$ cat src/rtl/pcie_write_arbiter.sv
// rtl/pcie_write_arbiter.sv - round-robin arbiter sharing the PCIe message-RAM write engine
//
// Latches one DW-bit message from the granted requester and hands it to the
// write engine with a single-cycle enable, then waits for the engine to drop
// and re-raise ready before the next grant.
//
// Ports:
//   clk, rst_n   clock, asynchronous active-low reset
//   req_valid    per-requester message pending (level)
//   req_data     requester i message at [i*DW +: DW]
//   req_ack      one-hot pulse: message of requester i has been latched
//   wr_data      message to the write engine
//   wr_enable    single-cycle issue strobe to the write engine
//   wr_ready     write engine idle
//   grant_id     index of the last granted requester
//   busy         high whenever the FSM is not idle
//   timeout_err  sticky engine-timeout flag
//   msg_count    completed messages, wraps

module pcie_write_arbiter #(
  parameter int NREQ    = 4,
  parameter int DW      = 128,
  parameter int TIMEOUT = 1024,
  parameter int CNTW    = 16
) (
  input  logic                    clk,
  input  logic                    rst_n,
  input  logic [NREQ-1:0]         req_valid,
  input  logic [NREQ*DW-1:0]      req_data,
  output logic [NREQ-1:0]         req_ack,
  output logic [DW-1:0]           wr_data,
  output logic                    wr_enable,
  input  logic                    wr_ready,
  output logic [$clog2(NREQ)-1:0] grant_id,
  output logic                    busy,
  output logic                    timeout_err,
  output logic [CNTW-1:0]         msg_count
);

  localparam int             IDW    = $clog2(NREQ);
  localparam int             TW     = (TIMEOUT > 1) ? $clog2(TIMEOUT) : 1;
  localparam logic [TW-1:0]  TLIM   = TW'((TIMEOUT > 0) ? TIMEOUT - 1 : 0);
  localparam logic [IDW-1:0] LAST   = IDW'(NREQ - 1);
  localparam bit             TMO_EN = (TIMEOUT > 0);

  typedef enum logic [1:0] {
    IDLE    = 2'd0,
    ISSUE   = 2'd1,
    WAIT_LO = 2'd2,
    WAIT_HI = 2'd3
  } state_t;

  state_t          state, state_d;
  logic [TW-1:0]   tmo_cnt, tmo_d;
  logic [NREQ-1:0] ack_d;
  logic [DW-1:0]   data_d;
  logic            en_d;
  logic [IDW-1:0]  grant_d;
  logic            busy_d;
  logic            err_d;
  logic [CNTW-1:0] cnt_d;

  logic [DW-1:0] req_word [NREQ];

  for (genvar g = 0; g < NREQ; g++) begin : g_unpack
    assign req_word[g] = req_data[g*DW +: DW];
  end

  // Round-robin search starting one past the last grant, wrapping at NREQ.
  logic           found;
  logic [IDW-1:0] pick;
  logic [IDW:0]   probe;

  always_comb begin
    found = 1'b0;
    pick  = grant_id;
    probe = '0;
    for (int k = 1; k <= NREQ; k++) begin
      probe = {1'b0, grant_id} + (IDW+1)'(k);
      if (probe >= (IDW+1)'(NREQ)) begin
        probe = probe - (IDW+1)'(NREQ);
      end
      if (!found && req_valid[probe[IDW-1:0]]) begin
        found = 1'b1;
        pick  = probe[IDW-1:0];
      end
    end
  end

  always_ff @(posedge clk or negedge rst_n) begin
    if (!rst_n) begin
      state       <= IDLE;
      tmo_cnt     <= '0;
      req_ack     <= '0;
      wr_data     <= '0;
      wr_enable   <= 1'b0;
      grant_id    <= LAST;
      busy        <= 1'b0;
      timeout_err <= 1'b0;
      msg_count   <= '0;
    end else begin
      state       <= state_d;
      tmo_cnt     <= tmo_d;
      req_ack     <= ack_d;
      wr_data     <= data_d;
      wr_enable   <= en_d;
      grant_id    <= grant_d;
      busy        <= busy_d;
      timeout_err <= err_d;
      msg_count   <= cnt_d;
    end
  end

  always_comb begin
    state_d = state;
    tmo_d   = tmo_cnt;
    ack_d   = '0;
    data_d  = wr_data;
    en_d    = 1'b0;
    grant_d = grant_id;
    err_d   = timeout_err;
    cnt_d   = msg_count;

    case (state)
      IDLE: begin
        // Only grant while the engine is idle so the ack never runs ahead of it.
        if (found && wr_ready) begin
          data_d       = req_word[pick];
          grant_d      = pick;
          ack_d[pick]  = 1'b1;
          state_d      = ISSUE;
        end
      end

      ISSUE: begin
        // The registered enable is visible in the first WAIT_LO cycle, which is
        // the engine's capture cycle.
        if (wr_ready) begin
          en_d    = 1'b1;
          tmo_d   = '0;
          state_d = WAIT_LO;
        end
      end

      WAIT_LO: begin
        tmo_d = tmo_cnt + 1'b1;
        if (!wr_ready) begin
          state_d = WAIT_HI;
        end else if (TMO_EN && tmo_cnt == TLIM) begin
          err_d   = 1'b1;
          state_d = IDLE;
        end
      end

      WAIT_HI: begin
        tmo_d = tmo_cnt + 1'b1;
        if (wr_ready) begin
          cnt_d   = msg_count + 1'b1;
          state_d = IDLE;
        end else if (TMO_EN && tmo_cnt == TLIM) begin
          err_d   = 1'b1;
          state_d = IDLE;
        end
      end

      default: state_d = IDLE;
    endcase

    busy_d = (state_d != IDLE);
  end

endmodule

$ cat config.mk
export PLATFORM = sky130hd
export DESIGN_NAME = pcie_write_arbiter
export DESIGN_NICKNAME = d
export VERILOG_FILES = /design/src/rtl/pcie_write_arbiter.sv
export SDC_FILE = /design/constraint.sdc
export NUM_CORES = 1
export LEC_CHECK = 0
export ABC_AREA = 1
export ABC_CLOCK_PERIOD_IN_PS = 4300
export CAP_MARGIN = 20
export CORE_AREA = 2 2 262 264
export DETAILED_ROUTE_END_ITERATION = 10
export DIE_AREA = 0 0 264 266
export GPL_TIMING_DRIVEN = 0
export PLACE_DENSITY = 0.42
export SYNTH_ARGS = -nofsm -noshare
export SYNTH_HDL_FRONTEND = slang
export SYNTH_SLANG_ARGS = --single-unit
$ cat constraint.sdc
create_clock -name clk -period 4.3 [get_ports clk]
set_input_delay 0.43 -clock clk [delete_from_list [all_inputs] [get_ports clk]]
set_output_delay 0.43 -clock clk [all_outputs]
set_load 0.1 [all_outputs]
==> flow_summary.json, run 1 <==
{
  "status": "completed",
  "final_common_cell": "nand2_1",
  "mappedNetlistNets": 2274,
  "grt_remaining_overflow": 0,
  "crit_arrival_ns": 2.30,
  "setup_slack_ns": 1.57,
  "die_h_um": 266,
  "rsz0062_at_grt": "no",
  "timing.reg2reg.setup_slack_ns": 1.59,
  "crit_type": "reg -> out",
  "viasPerCell": 4.15,
  "via_count": 13894,
  "path_cells": "clkdlybuf4s50_1",
  "yosysUniqueCellTypes": 31,
  "grt_pass1_wl_um": 93300,
  "tightest_slew_ns": 1.14,
  "finalClockSkew_ns": 0.0197,
  "drt_wl_total_um": 64700,
  "min_from": "timeout_err$_DFFE_PN0P_",
  "synthesis.instances": 1753,
  "die_w_um": 264,
  "cp_slowest_cell": "clkdlybuf4s50_1",
  "detailed_place_hpwl_um": 52200,
  "hold-path-endpoint": "timeout_err$_DFFE_PN0P_",
  "port_buffers": 671,
  "cts_max_level": 4,
  "finalCritPeriodShare": 0.635,
  "drive_gt1_frac": 0.0626,
  "core_um2": 67700,
  "drc": 0,
  "synth_warnings": 0,
  "place_ws_ns": 1.35,
  "pin_count": 672,
  "syn_area_um2": 10900,
  "clk_path_buf_depth": 2,
  "grt_pass1_vias": 14366,
  "hold_viol_final": 0,
  "power.density_nw_per_um2": 945,
  "setup_viol": 0,
  "r2r-start": "grant_id[0]$_DFFE_PN1P_",
  "cts_tree": "built",
  "grt_start_max_net_pins": 90,
  "final_cell_mix": "1092 x nand2_1, 670 x clkdlybuf4s50_1, 266 x nand3_1",
  "wl_per_cell_um": 19.3,
  "critPathBufInv": 1,
  "postCtsSetupRepairBufs": 0,
  "period_minus_slack_ns": 2.73,
  "worstSetupEndpointType": "output port",
  "die-area_um2": 70200,
  "crit_fanout": 7,
  "irDropWorstVdd_mv": 0.325,
  "synth_seq_cells": 165,
  "finalWeightedCongestion": 0.898,
  "required_ns": 3.87,
  "drv_slew": 0,
  "slowest_delay_ns": 1.19,
  "rows": 96,
  "slew_headroom": 0.238,
  "finalPower_uw": 18300,
  "worstRegToRegCells": 15,
  "ant_nets": 0,
  "whs_path_depth": 1,
  "cts_resized": 0,
  "syn_area_per_cell_um2": 6.19,
  "synthToLayoutAreaGrowth_pct": 78.4,
  "p_leak_uw": 0.00921,
  "path_clk_slew_ns": 0.08,
  "cp_top_family": "buffers and inverters",
  "clkLatencyLatePin_ns": 0.50,
  "clock-sinks": 165,
  "worstHoldPathType": "reg -> reg",
  "critical_path.startpoint_type": "flop",
  "fin_hold_ws_ns": 0.478,
  "grt.total_usage": 0.181,
  "nets": 2969,
  "numCtsBuffers": 17,
  "start_util": 0.160,
  "cts_hold_buf": 1,
  "ys_seq_area_frac": 0.381,
  "drt_first_pass_iters": 5,
  "fmax_mhz": 366,
  "antenna_found_initial": 8,
  "fin_util": 0.286,
  "r2r-end": "wr_data[58]$_DFFE_PN0P_",
  "drtIter0Drc": 747,
  "root_buffer": "clkbuf_16",
  "maxCapViolCount": 0
}
==> kinds of logic (layout without fill, tap and decap cells) <==
| family | count (synthesis) | after routing | share of synthesized area |
|---|---|---|---|
| and+or+nand+nor | 1406 | 1406 | 0.524 |
| DFF | 165 | 165 | 0.381 |
| buffers and inverters | 144 | 852 | 0.0689 |
| AOI/OAI and AO/OA | 20 | 20 | 0.0111 |
| xor gates and xnor gates | 15 | 15 | 0.0121 |
| adders and majority gates | 2 | 2 | 0.00230 |
| muxes | 1 | 1 | 0.00104 |
| other | 0 | 7 | 0 |
==> Yosys cell counts <==
master	number	area [um^2]
nand2_1	1092	4100
nand3_1	266	1330
dfrtp_1	163	4080
buf_2	68	340
inv_1	27	101
buf_4	22	165
nor2_1	20	75.1
clkbuf_1	19	71.3
nand2_2	10	62.6
o21ai_0	9	45.0
xor2_1	8	70.1
nor3_1	7	35.0
xnor2_1	7	61.3
nand4_1	6	37.5
buf_6	5	56.3
o22ai_1	4	25.0
a21oi_1	2	10.0
dfstp_2	2	52.6
ha_1	2	25.0
inv_2	2	7.51
nand3_2	2	20.0
a21oi_2	1	8.76
a22oi_1	1	7.51
a31o_2	1	8.76
inv_4	1	6.26
mux2_2	1	11.3
nand2_4	1	11.3
nor2_2	1	6.26
nor2_4	1	11.3
o21bai_1	1	7.51
o31ai_1	1	7.51
==> routing by layer <==
layer	GRT usage	up-vias	wire [um]	share of wire
met5	0	-	26	0.00040
met4	0.0654	4	1930	0.030
met3	0.0555	74	4620	0.071
met2	0.317	491	32000	0.49
met1	0.207	6442	26100	0.40
li1	-	6883	-	-
==> final cells by class <==
cell class              count  area, um^2
plain buffers             114         633
clock inverters            14         146
inverters                  30         115
diodes                      7        17.5
multi-input cells        1444        5980
repair buffers            676        6820
clock buffers              18         429
flip-flops and latches    165        4130
well taps                 882        1100
fillers                  7526       48400
==> per-stage QoR <==
stage	area (um^2)	TNS [ns]	std cells
6_report	19400	0	3350
5_1_grt	19400	0	3345
4_1_cts	19400	0	3343
3_5_place_dp	18800	0	3310
3_3_place_gp	18700	-832.66	3306
2_1_floorplan	10900	0	1753
==> state kept, by name, summed over array words and instances (netlist names) <==
name         cells
wr_data        128
req_ack          4
msg_count       16
busy             1
tmo_cnt         10
timeout_err      1
wr_enable        1
grant_id         2
state            2
==> how the worst max path moves through the flow <==
stage,startpoint,endpoint,depth (start not counted)
floorplan,grant_id[0]$_DFFE_PN1P_,wr_data[13]$_DFFE_PN0P_,16
global placement,rst_n,wr_data[57]$_DFFE_PN0P_,1
detailed placement,wr_ready,wr_data[121]$_DFFE_PN0P_,9
CTS,grant_id[1]$_DFFE_PN1P_,grant_id[1],1
global route,grant_id[0]$_DFFE_PN1P_,wr_data[25]$_DFFE_PN0P_,11
finish,grant_id[1]$_DFFE_PN1P_,grant_id[1],1
==> power by group <==
group	switching, uW	total (uW)	internal, uW
sequential	383	2570	2180
clock	779	1590	813
combinational	10500	14200	3680
Power figures use the tool's default switching activity.
==> run 2, diff against run 1 <==
Settings changed: ABC_CLOCK_PERIOD_IN_PS 4300 to 2790.
Clock period 4.3 ns to 2.79 ns, I/O delays scaled along.
==> run 2 against run 1 <==
Non-clock buffer count stayed put. Critical path depth stayed put. Sequential share of layout area hardly changed. Global-route usage stayed put. Routed wire length hardly changed. Register-to-register slack worse by 1.4 ns. Worst setup slack worse by 1.4 ns. Hold slack worse by 0.12 ns. Critical endpoint unchanged.
==> flow_summary.json, run 2 (synthesis results as in run 1) <==
{
  "drtIter0Drc": 737,
  "critPathBufInv": 1,
  "intPower_uw": 10300,
  "path_cells": "clkdlybuf4s50_1",
  "required_ns": 2.51,
  "fmax_mhz": 389,
  "wl_per_cell_um": 19.3,
  "crit_arrival_ns": 2.29,
  "synthToLayoutAreaGrowth_pct": 78.6,
  "tightest_slew_ns": 1.12,
  "cp_slowest_cell": "clkdlybuf4s50_1",
  "largest_reg_flops": 128,
  "clk_path_buf_depth": 2,
  "status": "completed",
  "drive_gt1_frac": 0.0646,
  "place_inst": 3310,
  "netSwitchingPower_uw": 17900,
  "grt_pass1_vias": 14366,
  "p_leak_uw": 0.00922,
  "stdcell_count": 3350,
  "finalWeightedCongestion": 0.898,
  "top_register": "wr_data",
  "nets": 2969,
  "grt_pass1_wl_um": 93300,
  "reg_top3": "wr_data (128), msg_count (16), tmo_cnt (10)",
  "crit_type": "reg -> out",
  "antenna_found_initial": 8,
  "core_um2": 67700,
  "drt_wl_total_um": 64600,
  "cp_top_family": "buffers and inverters",
  "final_cell_mix": "1092 x nand2_1, 670 x clkdlybuf4s50_1, 266 x nand3_1",
  "slowest_delay_ns": 1.19,
  "ant_nets": 0,
  "drc": 0,
  "power.density_nw_per_um2": 1460,
  "rows": 96,
  "timing.reg2reg.setup_slack_ns": 0.23,
  "start_util": 0.160,
  "cts_tree": "built",
  "rsz0062_at_grt": "no",
  "root_buffer": "clkbuf_16",
  "grt_start_max_net_pins": 90,
  "hold_viol_final": 0,
  "grt.total_usage": 0.181,
  "worstHoldPathType": "in -> async",
  "drt_first_pass_iters": 5,
  "detailed_place_hpwl_um": 52200,
  "totalNegativeSetupSlack_ns": 0,
  "r2r-start": "grant_id[0]$_DFFE_PN1P_",
  "via_count": 13892,
  "seqPwrFrac": 0.140,
  "path_clk_slew_ns": 0.07,
  "finalCritPeriodShare": 0.922,
  "crit_fanout": 7,
  "port_buffers": 671,
  "setup_viol": 0,
  "sw_frac_of_total": 0.634,
  "r2r-end": "wr_data[58]$_DFFE_PN0P_",
  "worstRegToRegCells": 15,
  "die_h_um": 266,
  "final_common_cell": "nand2_1",
  "postCtsSetupRepairBufs": 0,
  "die_w_um": 264,
  "clkPwrFrac": 0.087,
  "viasPerCell": 4.15,
  "cts_max_level": 4,
  "drv_slew": 0,
  "irDropWorstVdd_mv": 0.503,
  "grt_remaining_overflow": 0,
  "finalClockSkew_ns": 0.0187,
  "numCtsBuffers": 17,
  "critical_path.startpoint_type": "flop",
  "slew_headroom": 0.254,
  "period_minus_slack_ns": 2.57,
  "maxCapViolCount": 0,
  "worstSetupEndpointType": "output port",
  "clock-sinks": 165,
  "pwr-share-comb": 0.773,
  "clkLatencyLatePin_ns": 0.50,
  "pin_count": 672,
  "die-area_um2": 70200
}
run 2: cell types whose count changed in the layout (fill, tap and decap cells not counted):
cell / delta
buf_2: -4
buf_4: -1
buf_6: +1
clkbuf_1: -5
clkbuf_2: +5
clkbuf_4: +4
run 2: how the worst max path moves through the flow:
stage,start,to,cells past startpoint
after floorplan,grant_id[0]$_DFFE_PN1P_,wr_data[13]$_DFFE_PN0P_,16
after global placement,rst_n,wr_data[57]$_DFFE_PN0P_,1
after detailed placement,wr_ready,wr_data[121]$_DFFE_PN0P_,9
after CTS,grant_id[0]$_DFFE_PN1P_,wr_data[2]$_DFFE_PN0P_,11
after global routing,grant_id[0]$_DFFE_PN1P_,wr_data[1]$_DFFE_PN0P_,15
final,grant_id[1]$_DFFE_PN1P_,grant_id[1],1
run 2: routing by layer:
metal | track usage | share of wire | up-vias
li1 | - | - | 6888
met1 | 0.207 | 0.41 | 6424
met5 | 0 | 0.00040 | -
met3 | 0.0555 | 0.070 | 74
met4 | 0.0654 | 0.030 | 4
met2 | 0.317 | 0.49 | 502
run 2: final cells by class:
| cell class | count | area, um^2 |
|---|---|---|
| Clock inverter | 14 | 146 |
| Antenna cell | 7 | 17.5 |
| Buffer | 114 | 653 |
| Inverter | 30 | 115 |
| Timing Repair Buffer | 676 | 6820 |
| Sequential cell | 165 | 4130 |
| Multi-Input combinational cell | 1444 | 5980 |
| Tap cell | 882 | 1100 |
| Fill cell | 7532 | 48400 |
| Clock buffer | 18 | 429 |
run 2: power groups by stage:
stage               sequential [uW]  combinational [uW]  clock, uW
global placement               3960               22000          0
global route                   4070               23600       2640
detailed placement             3980               22100          0
finish                         3950               21900       2450
CTS                            3960               22100       2570
floorplan                     10100                8420          0
run 2: per-stage QoR:
stage,total power (uW),util,hold slack [ns],setup slack [ns],cell area (um^2)
6_report,28300,0.286,0.361,0.217,19400
5_1_grt,30300,0.286,0.401,0.00332,19400
4_1_cts,28700,0.286,0.370,0.0602,19400
3_5_place_dp,26000,0.277,0.323,-0.0115,18800
3_3_place_gp,26000,0.276,0.466,-6.47,18700
2_1_floorplan,18600,-,-0.0166,0.462,10900
run 2: repair_timing:
| item | 4_1_cts | 5_1_grt |
|---|---|---|
| endpoints found under the hold margin | 76 | 0 |
| setup endpoints to repair | 0 | 50 |
| hold buffers | 1 | 0 |
| resized for setup | 0 | 15 |
